$ cat config.mk
export PLATFORM = sky130hd
export DESIGN_NAME = fetch_ctrl_flat
export DESIGN_NICKNAME = d
export VERILOG_FILES = /design/src/rtl/fetch_ctrl_if.sv /design/src/rtl/fetch_ctrl.sv /design/src/flat_wrapper.sv
export SDC_FILE = /design/constraint.sdc
export NUM_CORES = 1
export LEC_CHECK = 0
export ABC_AREA = 1
export CAP_MARGIN = 20
export CORE_MARGIN = 2
export CORE_UTILIZATION = 39
export DETAILED_ROUTE_END_ITERATION = 12
export PLACE_DENSITY = 0.76
export SKIP_CTS_REPAIR_TIMING = 1
export SLEW_MARGIN = 20
export SYNTH_ARGS = -nofsm -noshare
export SYNTH_HDL_FRONTEND = slang
export SYNTH_SLANG_ARGS = --single-unit
export TNS_END_PERCENT = 50
$ cat constraint.sdc
create_clock -name clk -period 3.05 [get_ports clk]
set_input_delay 0.61 -clock clk [delete_from_list [all_inputs] [get_ports clk]]
set_output_delay 0.61 -clock clk [all_outputs]
set_load 0.01 [all_outputs]
$ cat src/rtl/fetch_ctrl_if.sv
// Hazard/redirect inputs and PC-select/stall/flush outputs between the
// pipeline and the fetch controller.
interface fetch_ctrl_if #(
   parameter int CNT_W = 16
);
   logic             load_use;
   logic             call_ex;
   logic             branch_ex;
   logic             ret_id;
   logic             ret_mem;
   logic             halt_id;
   logic             stall;
   logic             Call;
   logic             Branch;
   logic             Ret;
   logic             stall_ifid;
   logic             bubble_idex;
   logic             flush_ifid;
   logic             flush_idex;
   logic             halted;
   logic [CNT_W-1:0] stall_count;

   modport master (
      output load_use, call_ex, branch_ex, ret_id, ret_mem, halt_id,
      input  stall, Call, Branch, Ret, stall_ifid, bubble_idex,
             flush_ifid, flush_idex, halted, stall_count
   );

   modport slave (
      input  load_use, call_ex, branch_ex, ret_id, ret_mem, halt_id,
      output stall, Call, Branch, Ret, stall_ifid, bubble_idex,
             flush_ifid, flush_idex, halted, stall_count
   );
endinterface

$ cat src/rtl/fetch_ctrl.sv
// Front-end controller: one-hot PC-source select, load-use/return/halt stall
// and flush sequencing, plus a saturating stall-cycle counter.
module fetch_ctrl #(
   parameter int LU_CYCLES    = 1,
   parameter int DRAIN_CYCLES = 3,
   parameter int CNT_W        = 16
) (
   input logic         clk,
   input logic         rst,
   fetch_ctrl_if.slave bus
);

   typedef enum logic [2:0] {
      RUN,
      LU_STALL,
      RET_WAIT,
      DRAIN,
      HALTED
   } state_t;

   state_t           state_reg, state_next;
   logic [3:0]       cnt_reg, cnt_next;
   logic [CNT_W-1:0] stall_count_reg;

   logic stall_c, call_c, branch_c, ret_c;
   logic stall_ifid_c, bubble_idex_c, flush_ifid_c, flush_idex_c, halted_c;

   always_comb begin
      state_next    = state_reg;
      cnt_next      = cnt_reg;
      stall_c       = 1'b0;
      call_c        = 1'b0;
      branch_c      = 1'b0;
      ret_c         = 1'b0;
      stall_ifid_c  = 1'b0;
      bubble_idex_c = 1'b0;
      flush_ifid_c  = 1'b0;
      flush_idex_c  = 1'b0;
      halted_c      = 1'b0;

      // A resolved redirect in EX squashes everything younger, so any
      // same-cycle ID/hazard request is wrong-path and dropped.
      if (state_reg != HALTED && (bus.call_ex || bus.branch_ex)) begin
         call_c       = bus.call_ex;
         branch_c     = ~bus.call_ex & bus.branch_ex;
         flush_ifid_c = 1'b1;
         flush_idex_c = 1'b1;
         state_next   = RUN;
         cnt_next     = 4'd0;
      end else begin
         case (state_reg)
            RUN: begin
               if (bus.ret_mem) begin
                  ret_c        = 1'b1;
                  flush_ifid_c = 1'b1;
                  flush_idex_c = 1'b1;
               end else if (bus.ret_id) begin
                  stall_c      = 1'b1;
                  flush_ifid_c = 1'b1;
                  state_next   = RET_WAIT;
               end else if (bus.halt_id) begin
                  stall_c      = 1'b1;
                  flush_ifid_c = 1'b1;
                  cnt_next     = 4'(DRAIN_CYCLES - 1);
                  state_next   = (DRAIN_CYCLES == 1) ? HALTED : DRAIN;
               end else if (bus.load_use) begin
                  stall_c       = 1'b1;
                  stall_ifid_c  = 1'b1;
                  bubble_idex_c = 1'b1;
                  if (LU_CYCLES > 1) begin
                     cnt_next   = 4'(LU_CYCLES - 1);
                     state_next = LU_STALL;
                  end
               end
            end
            LU_STALL: begin
               stall_c       = 1'b1;
               stall_ifid_c  = 1'b1;
               bubble_idex_c = 1'b1;
               cnt_next      = cnt_reg - 4'd1;
               if (cnt_reg == 4'd1) state_next = RUN;
            end
            RET_WAIT: begin
               flush_ifid_c = 1'b1;
               if (bus.ret_mem) begin
                  ret_c        = 1'b1;
                  flush_idex_c = 1'b1;
                  state_next   = RUN;
               end else begin
                  stall_c = 1'b1;
               end
            end
            DRAIN: begin
               stall_c      = 1'b1;
               flush_ifid_c = 1'b1;
               cnt_next     = cnt_reg - 4'd1;
               if (cnt_reg == 4'd1) state_next = HALTED;
            end
            HALTED: begin
               stall_c  = 1'b1;
               halted_c = 1'b1;
            end
            default: begin
               state_next = RUN;
               cnt_next   = 4'd0;
            end
         endcase
      end
   end

   always_ff @(posedge clk or posedge rst) begin
      if (rst) begin
         state_reg       <= RUN;
         cnt_reg         <= 4'd0;
         stall_count_reg <= '0;
      end else begin
         state_reg <= state_next;
         cnt_reg   <= cnt_next;
         if (stall_c && state_reg != HALTED && stall_count_reg != {CNT_W{1'b1}})
            stall_count_reg <= stall_count_reg + CNT_W'(1);
      end
   end

   // Outputs are Mealy; reset must silence them without waiting for a clock.
   assign bus.stall       = stall_c       & ~rst;
   assign bus.Call        = call_c        & ~rst;
   assign bus.Branch      = branch_c      & ~rst;
   assign bus.Ret         = ret_c         & ~rst;
   assign bus.stall_ifid  = stall_ifid_c  & ~rst;
   assign bus.bubble_idex = bubble_idex_c & ~rst;
   assign bus.flush_ifid  = flush_ifid_c  & ~rst;
   assign bus.flush_idex  = flush_idex_c  & ~rst;
   assign bus.halted      = halted_c      & ~rst;
   assign bus.stall_count = stall_count_reg;

endmodule

$ cat src/flat_wrapper.sv
// flat-port wrapper written by rule: the top's interface ports become plain ports
module fetch_ctrl_flat 
#(
   parameter int LU_CYCLES    = 1,
   parameter int DRAIN_CYCLES = 3,
   parameter int CNT_W        = 16
)
  (clk, rst, bus_load_use, bus_call_ex, bus_branch_ex, bus_ret_id, bus_ret_mem, bus_halt_id, bus_stall, bus_Call, bus_Branch, bus_Ret, bus_stall_ifid, bus_bubble_idex, bus_flush_ifid, bus_flush_idex, bus_halted, bus_stall_count);
  fetch_ctrl_if #(.CNT_W(CNT_W)) bus_i ();
  input logic clk;
  input logic rst;
  input wire logic [$bits(bus_i.load_use)-1:0] bus_load_use;
  input wire logic [$bits(bus_i.call_ex)-1:0] bus_call_ex;
  input wire logic [$bits(bus_i.branch_ex)-1:0] bus_branch_ex;
  input wire logic [$bits(bus_i.ret_id)-1:0] bus_ret_id;
  input wire logic [$bits(bus_i.ret_mem)-1:0] bus_ret_mem;
  input wire logic [$bits(bus_i.halt_id)-1:0] bus_halt_id;
  output wire logic [$bits(bus_i.stall)-1:0] bus_stall;
  output wire logic [$bits(bus_i.Call)-1:0] bus_Call;
  output wire logic [$bits(bus_i.Branch)-1:0] bus_Branch;
  output wire logic [$bits(bus_i.Ret)-1:0] bus_Ret;
  output wire logic [$bits(bus_i.stall_ifid)-1:0] bus_stall_ifid;
  output wire logic [$bits(bus_i.bubble_idex)-1:0] bus_bubble_idex;
  output wire logic [$bits(bus_i.flush_ifid)-1:0] bus_flush_ifid;
  output wire logic [$bits(bus_i.flush_idex)-1:0] bus_flush_idex;
  output wire logic [$bits(bus_i.halted)-1:0] bus_halted;
  output wire logic [$bits(bus_i.stall_count)-1:0] bus_stall_count;
  assign bus_i.load_use = bus_load_use;
  assign bus_i.call_ex = bus_call_ex;
  assign bus_i.branch_ex = bus_branch_ex;
  assign bus_i.ret_id = bus_ret_id;
  assign bus_i.ret_mem = bus_ret_mem;
  assign bus_i.halt_id = bus_halt_id;
  assign bus_stall = bus_i.stall;
  assign bus_Call = bus_i.Call;
  assign bus_Branch = bus_i.Branch;
  assign bus_Ret = bus_i.Ret;
  assign bus_stall_ifid = bus_i.stall_ifid;
  assign bus_bubble_idex = bus_i.bubble_idex;
  assign bus_flush_ifid = bus_i.flush_ifid;
  assign bus_flush_idex = bus_i.flush_idex;
  assign bus_halted = bus_i.halted;
  assign bus_stall_count = bus_i.stall_count;
  fetch_ctrl #(.LU_CYCLES(LU_CYCLES), .DRAIN_CYCLES(DRAIN_CYCLES), .CNT_W(CNT_W)) u_core (.clk(clk), .rst(rst), .bus(bus_i));
endmodule
==> impl_results.md <==
- Initial antenna violation count: 0
- Core Area: 3940 um2
- Hold_sp: u_core.cnt_reg[1]
- Max layer used: met4
- Fin worst setup slack: 0.226 ns
- Share of post-route cells with drive strength above 1: under 10%
- Internal power: 551 uW
- Ant diodes: 0
- Register area share after synthesis: between 30% and 40%
- Net Sw Frac: 33.8%
- Outcome: finished, final reports clean
- CP max-delay cell: clkdlybuf4s50_1
- CTS clk-pin slew, worst paths: 0.08 ns
- Worst r2r dst: u_core.bus.stall_count[3]
- CTS buffer count: 3
- FF+latch area: 576 um2
- Cells on worst reg2reg path: 7
- Hpwl dp: 2.68 mm
- Pwr Density: 419 nW/um2
- Starting Density: 39.8%
- Worst path buffer plus inverter count: 3
- Clk pwr share: 22.6%
- Root Driver: clkbuf_8
- Final TNS setup: 0 ns
- Cell taking the most area after synthesis: dfrtp_1
- Worst R2R Setup Slack: 1.18 ns
- IO buf count: 32
- Max incr delay on CP: 0.56 ns
- GRT overflow: 0
- Slew Limit Fails: 0
- CP Launch Type: input pin
- Hold Path Cell Cnt: 2
- Final Hold Viols: 0
- Post-DR wirelength/cell: 11.1 um
- Top cells by area, synth: dfrtp_1 (37%), nand2_1 (21%), nor2_1 (5.7%), inv_1 (5.3%), nand3_1 (4.5%)
- WL met1: between 1.5 and 2 mm
- Final ANT Viol Nets: 0
- Multi-input gate area: 872 um2
- Drt drc: 0
- Asr flop ratio synth: 100%
- Layout Nets: between 200 and 300
- DIE AREA: 4550 um2
- Number of synthesized flops with an enable pin: 0
- Vias in the first global route: between 1000 and 1500
- Unrepaired setup endpoints after global routing: no
- Std-Cell Rows: 23
- Sw power: between 200 and 300 uW
- Placer Congestion: 0.928
- Largest net degree at the start of global routing: 17
- Die Span Y: 67.4 um
- Commonest non-fill, non-tap cells in the layout: nand2_1 (87), clkdlybuf4s50_1 (32), nor2_1 (24), dfrtp_1 (23), inv_1 (22)
- Fin Clk Skew: 0.00259 ns
- Vias: 1483
- DRC violation total after the first TritonRoute iteration: 88
- Most used cell, CP: clkdlybuf4s50_1
- Worst skew pair latency: approximately 0.26 ns
- Fillers: around 380
- LEAKAGE: about 0.00094 uW
- Maxcap violations: 0
- Sequential share of power: 46.2%
- Synth warnings: 0
- Hold WC Path Type: reg2reg
- Worst EP required: 2.44 ns
- Delay-heaviest family, CP: buffers and inverters
- Routed length on met3: 135 um
- Post-synthesis net count: 236
- H-tree depth: 1
- Drt first pass iters: 4
- Post-Syn Area per Cell: 6.97 um2
- CTS tree: yes
- Drt total wl: 3.45 mm
- Clock Path Buffers: 2
- # IOs: 33
- Gate count of the mapped netlist: 225
- Final setup viols: 0
- Total power: 832 uW
- Die width: a little under 70 um
- Yosys reg bits: 23
- Post-Syn Area: 1570 um2
- Wire length on met2: 1.65 mm
- Commonest non-fill, non-tap cell in the layout: nand2_1
- Syn-to-layout area delta: 26.7%
- Hold worst-path end: u_core.cnt_reg[1]
- Slew at the pin with the worst max-slew slack: 0.443 ns
- Highest Clock Rate: 354 MHz
- Crit Path Class: in2out
- Unique cell type count in the Yosys netlist: 28
- Critical path arrival: ~2.2 ns
- Comb pwr share: between 30% and 40%
- Final Cycle Share: between 90% and 100%
- First-pass GRT wire length: 5.94 mm
- Peak supply drop: 306 uV
- CP Cell Sequence: clkdlybuf4s50_1, nor2_1, inv_1, nand2_2, nand4_1, a21oi_1, clkdlybuf4s50_1
- GRT Total Usage: approximately 17%
- CP max FO: 7
- Shortest period the worst path allows: about 2.8 ns
- Setup Slack @ Placement: 0.172 ns
- Clock sink count: 23
- Post-synth top area share: between 30% and 40%
- Routed vias/inst: between 4 and 5
- Critical path endpoint category: output port
- Worst reg2reg path startpoint: u_core.bus.stall_count[0]
- Primary FF master, synth: dfrtp_1
- Largest register FFs: 16
- Hold Worst Slack: 0.498 ns
- Rel. slew slack: a little over two thirds
==> power by group through the flow <==
stage	clock network, uW	registers (uW)	logic [uW]
2_1_floorplan	0	392	151
3_3_place_gp	0	389	255
3_5_place_dp	0	390	260
4_1_cts	192	385	262
5_1_grt	200	390	291
6_report	188	385	260
==> through the flow <==
stage | area (um2) | std cells | utilization [%]
floorplan | 1570 | 225 | -
detailed placement | 1940 | 306 | 49.2
CTS | 1990 | 310 | 50.4
global route | 1990 | 310 | 50.4
global placement | 1940 | 306 | 49.2
finish | 1990 | 310 | 50.4
==> area by class of cell <==
| cell class | instances | share of cell area, % |
|---|---|---|
| inverter | 24 | 4.53 |
| sequential | 23 | 28.9 |
| tap | 50 | 3.15 |
| timing repair buffer | 35 | 17.2 |
| clock buffer | 4 | 2.27 |
| multi-input combinational | 174 | 43.9 |
==> synth_stat cells (2+ instances only) <==
library cell	n
nand2_1	88
nor2_1	24
dfrtp_1	23
inv_1	22
nand3_1	14
xor2_1	8
o21ai_0	7
xnor2_1	7
nand4_1	4
buf_4	3
ha_1	3
a21oi_1	2
nand2_2	2
nand3_2	2
nor2_2	2
nor3_1	2
==> cell families after synthesis <==
group / count (synthesis) / share of synthesized area, %
adders and majority gates: 3 / 2.39
buffers and inverters: 28 / 7.89
AOI/OAI and AO/OA: 12 / 4.23
DFF: 23 / 36.7
xor gates and xnor gates: 15 / 8.37
and+or+nand+nor: 144 / 40.4
==> tightest hold or removal path, delay by kind of cell (launching register included) <==
kind | cells | cell delay [ns]
AO/OA/AOI/OAI | 1 | 0.07
flip-flops | 1 | 0.34
AND/OR/NAND/NOR | 1 | 0.05
==> metal layers <==
layer  vias to the layer above  track usage, %
li1                        766               -
met1                       684            23.4
met2                        28            27.5
met3                         5            2.00
met4                         0            5.36
met5                         -               0
==> worst max-delay path by stage <==
stage / start / cells after the start / to / slack, ns
finish: bus_call_ex / 7 / bus_bubble_idex / 0.23
global route: bus_call_ex / 7 / bus_bubble_idex / 0.06
CTS: bus_call_ex / 7 / bus_bubble_idex / 0.17
detailed placement: bus_call_ex / 7 / bus_bubble_idex / 0.17
global placement: bus_call_ex / 7 / bus_bubble_idex / 0.19
floorplan: rst / 4 / bus_stall_ifid / 0.70
Power figures use the tool's default switching activity.
==> edit (same flow settings) <==
Reset style: synchronous (`rst`), changed in one clocked block.
--- a/src/rtl/fetch_ctrl.sv
+++ b/src/rtl/fetch_ctrl.sv
@@ -108,7 +108,7 @@
       end
    end
 
-   always_ff @(posedge clk or posedge rst) begin
+   always_ff @(posedge clk) begin
       if (rst) begin
          state_reg       <= RUN;
          cnt_reg         <= 4'd0;
Function: differs if rst is asserted again (counterexample within 4 cycles, from zero or initial values and one cycle with rst high); with rst held inactive, the same outputs for 10 cycles.
==> edit against the original RTL <==
Worst setup slack got worse by 0.018 ns; wire length fell by 3.8%; count of clock-buffer cells in the layout did not move; cell area rose by 1.3%; sequential cell count did not move; sequential share of layout area fell by 6.1 points; clock skew rose by 0.0021 ns; synthesized area rose by 0.64%.
Power is not compared: it rests on default switching activity, and its combinational part moved more than twofold at a synthesized area within 25%.
==> edit: results <==
export IMPL_drtIter0Drc=64
export IMPL_ys_types=32
export IMPL_synthTopCellsByCount="nand2_1 (57), nor2_1 (28), dfxtp_1 (23)"
export IMPL_grt_pass1_vias=1296
export IMPL_crit_path_start="bus_ret_id"
export IMPL_inv_count=21
export IMPL_regArea_um2=460.4
export IMPL_wirelength_um=3319
export IMPL_fillers=373
export IMPL_fin_nets=267
export IMPL_seq_share_pct=22.86
export IMPL_buffer_area_share_pct=18.39
export IMPL_yosysSeqAreaShare_pct=29.16
export IMPL_status="finished, final reports clean"
export IMPL_synthAdderAreaFrac_pct=2.377
export IMPL_grtUsageTotal_pct=15.37
export IMPL_place_area_mm2=0.001969
export IMPL_flops_and_latches=23
export IMPL_finalNonFillerCells=305
export IMPL_use_met1_pct=19.22
export IMPL_fin_crit_sh_pct=93.15
export IMPL_pre_cts_ws_ns=0.2293
export IMPL_met3_usage_pct=1.667
export IMPL_grt_max_degree=14
export IMPL_dp_cells=301
## edit: cell types whose count changed in the layout (fill, tap and decap cells not counted), sizes merged, moves of 2 or more
cell,delta
dfrtp,-23
nand2,-21
inv,-2
nand3,-2
dfxtp,+23
xnor2,-3
o21ai,-4
buf,+2
a21oi,+20
nor2,+5
## edit: final timing paths
check                              end  cells after the start
max reg2reg  u_core.bus.stall_count[3]                      9
min                  u_core.cnt_reg[3]                      2
max                     bus_stall_ifid                      7
min reg2reg          u_core.cnt_reg[3]                      2
## edit: worst max-delay path: stages
cell and delay, ns:
clkdlybuf4s50_1 0.42, nor2_1 0.19, nand2_1 0.09, o21ai_0 0.15, nand3_1 0.08, nor2_1 0.13
clkdlybuf4s50_1 0.56
## edit: power groups by stage
stage	Sequential [µW]	Combinational, µW	Clock, µW
3_5_place_dp	312	83.1	0
6_report	304	82.9	194
5_1_grt	305	90.6	209
3_3_place_gp	312	82.3	0
4_1_cts	305	83.7	202
2_1_floorplan	311	51.5	0
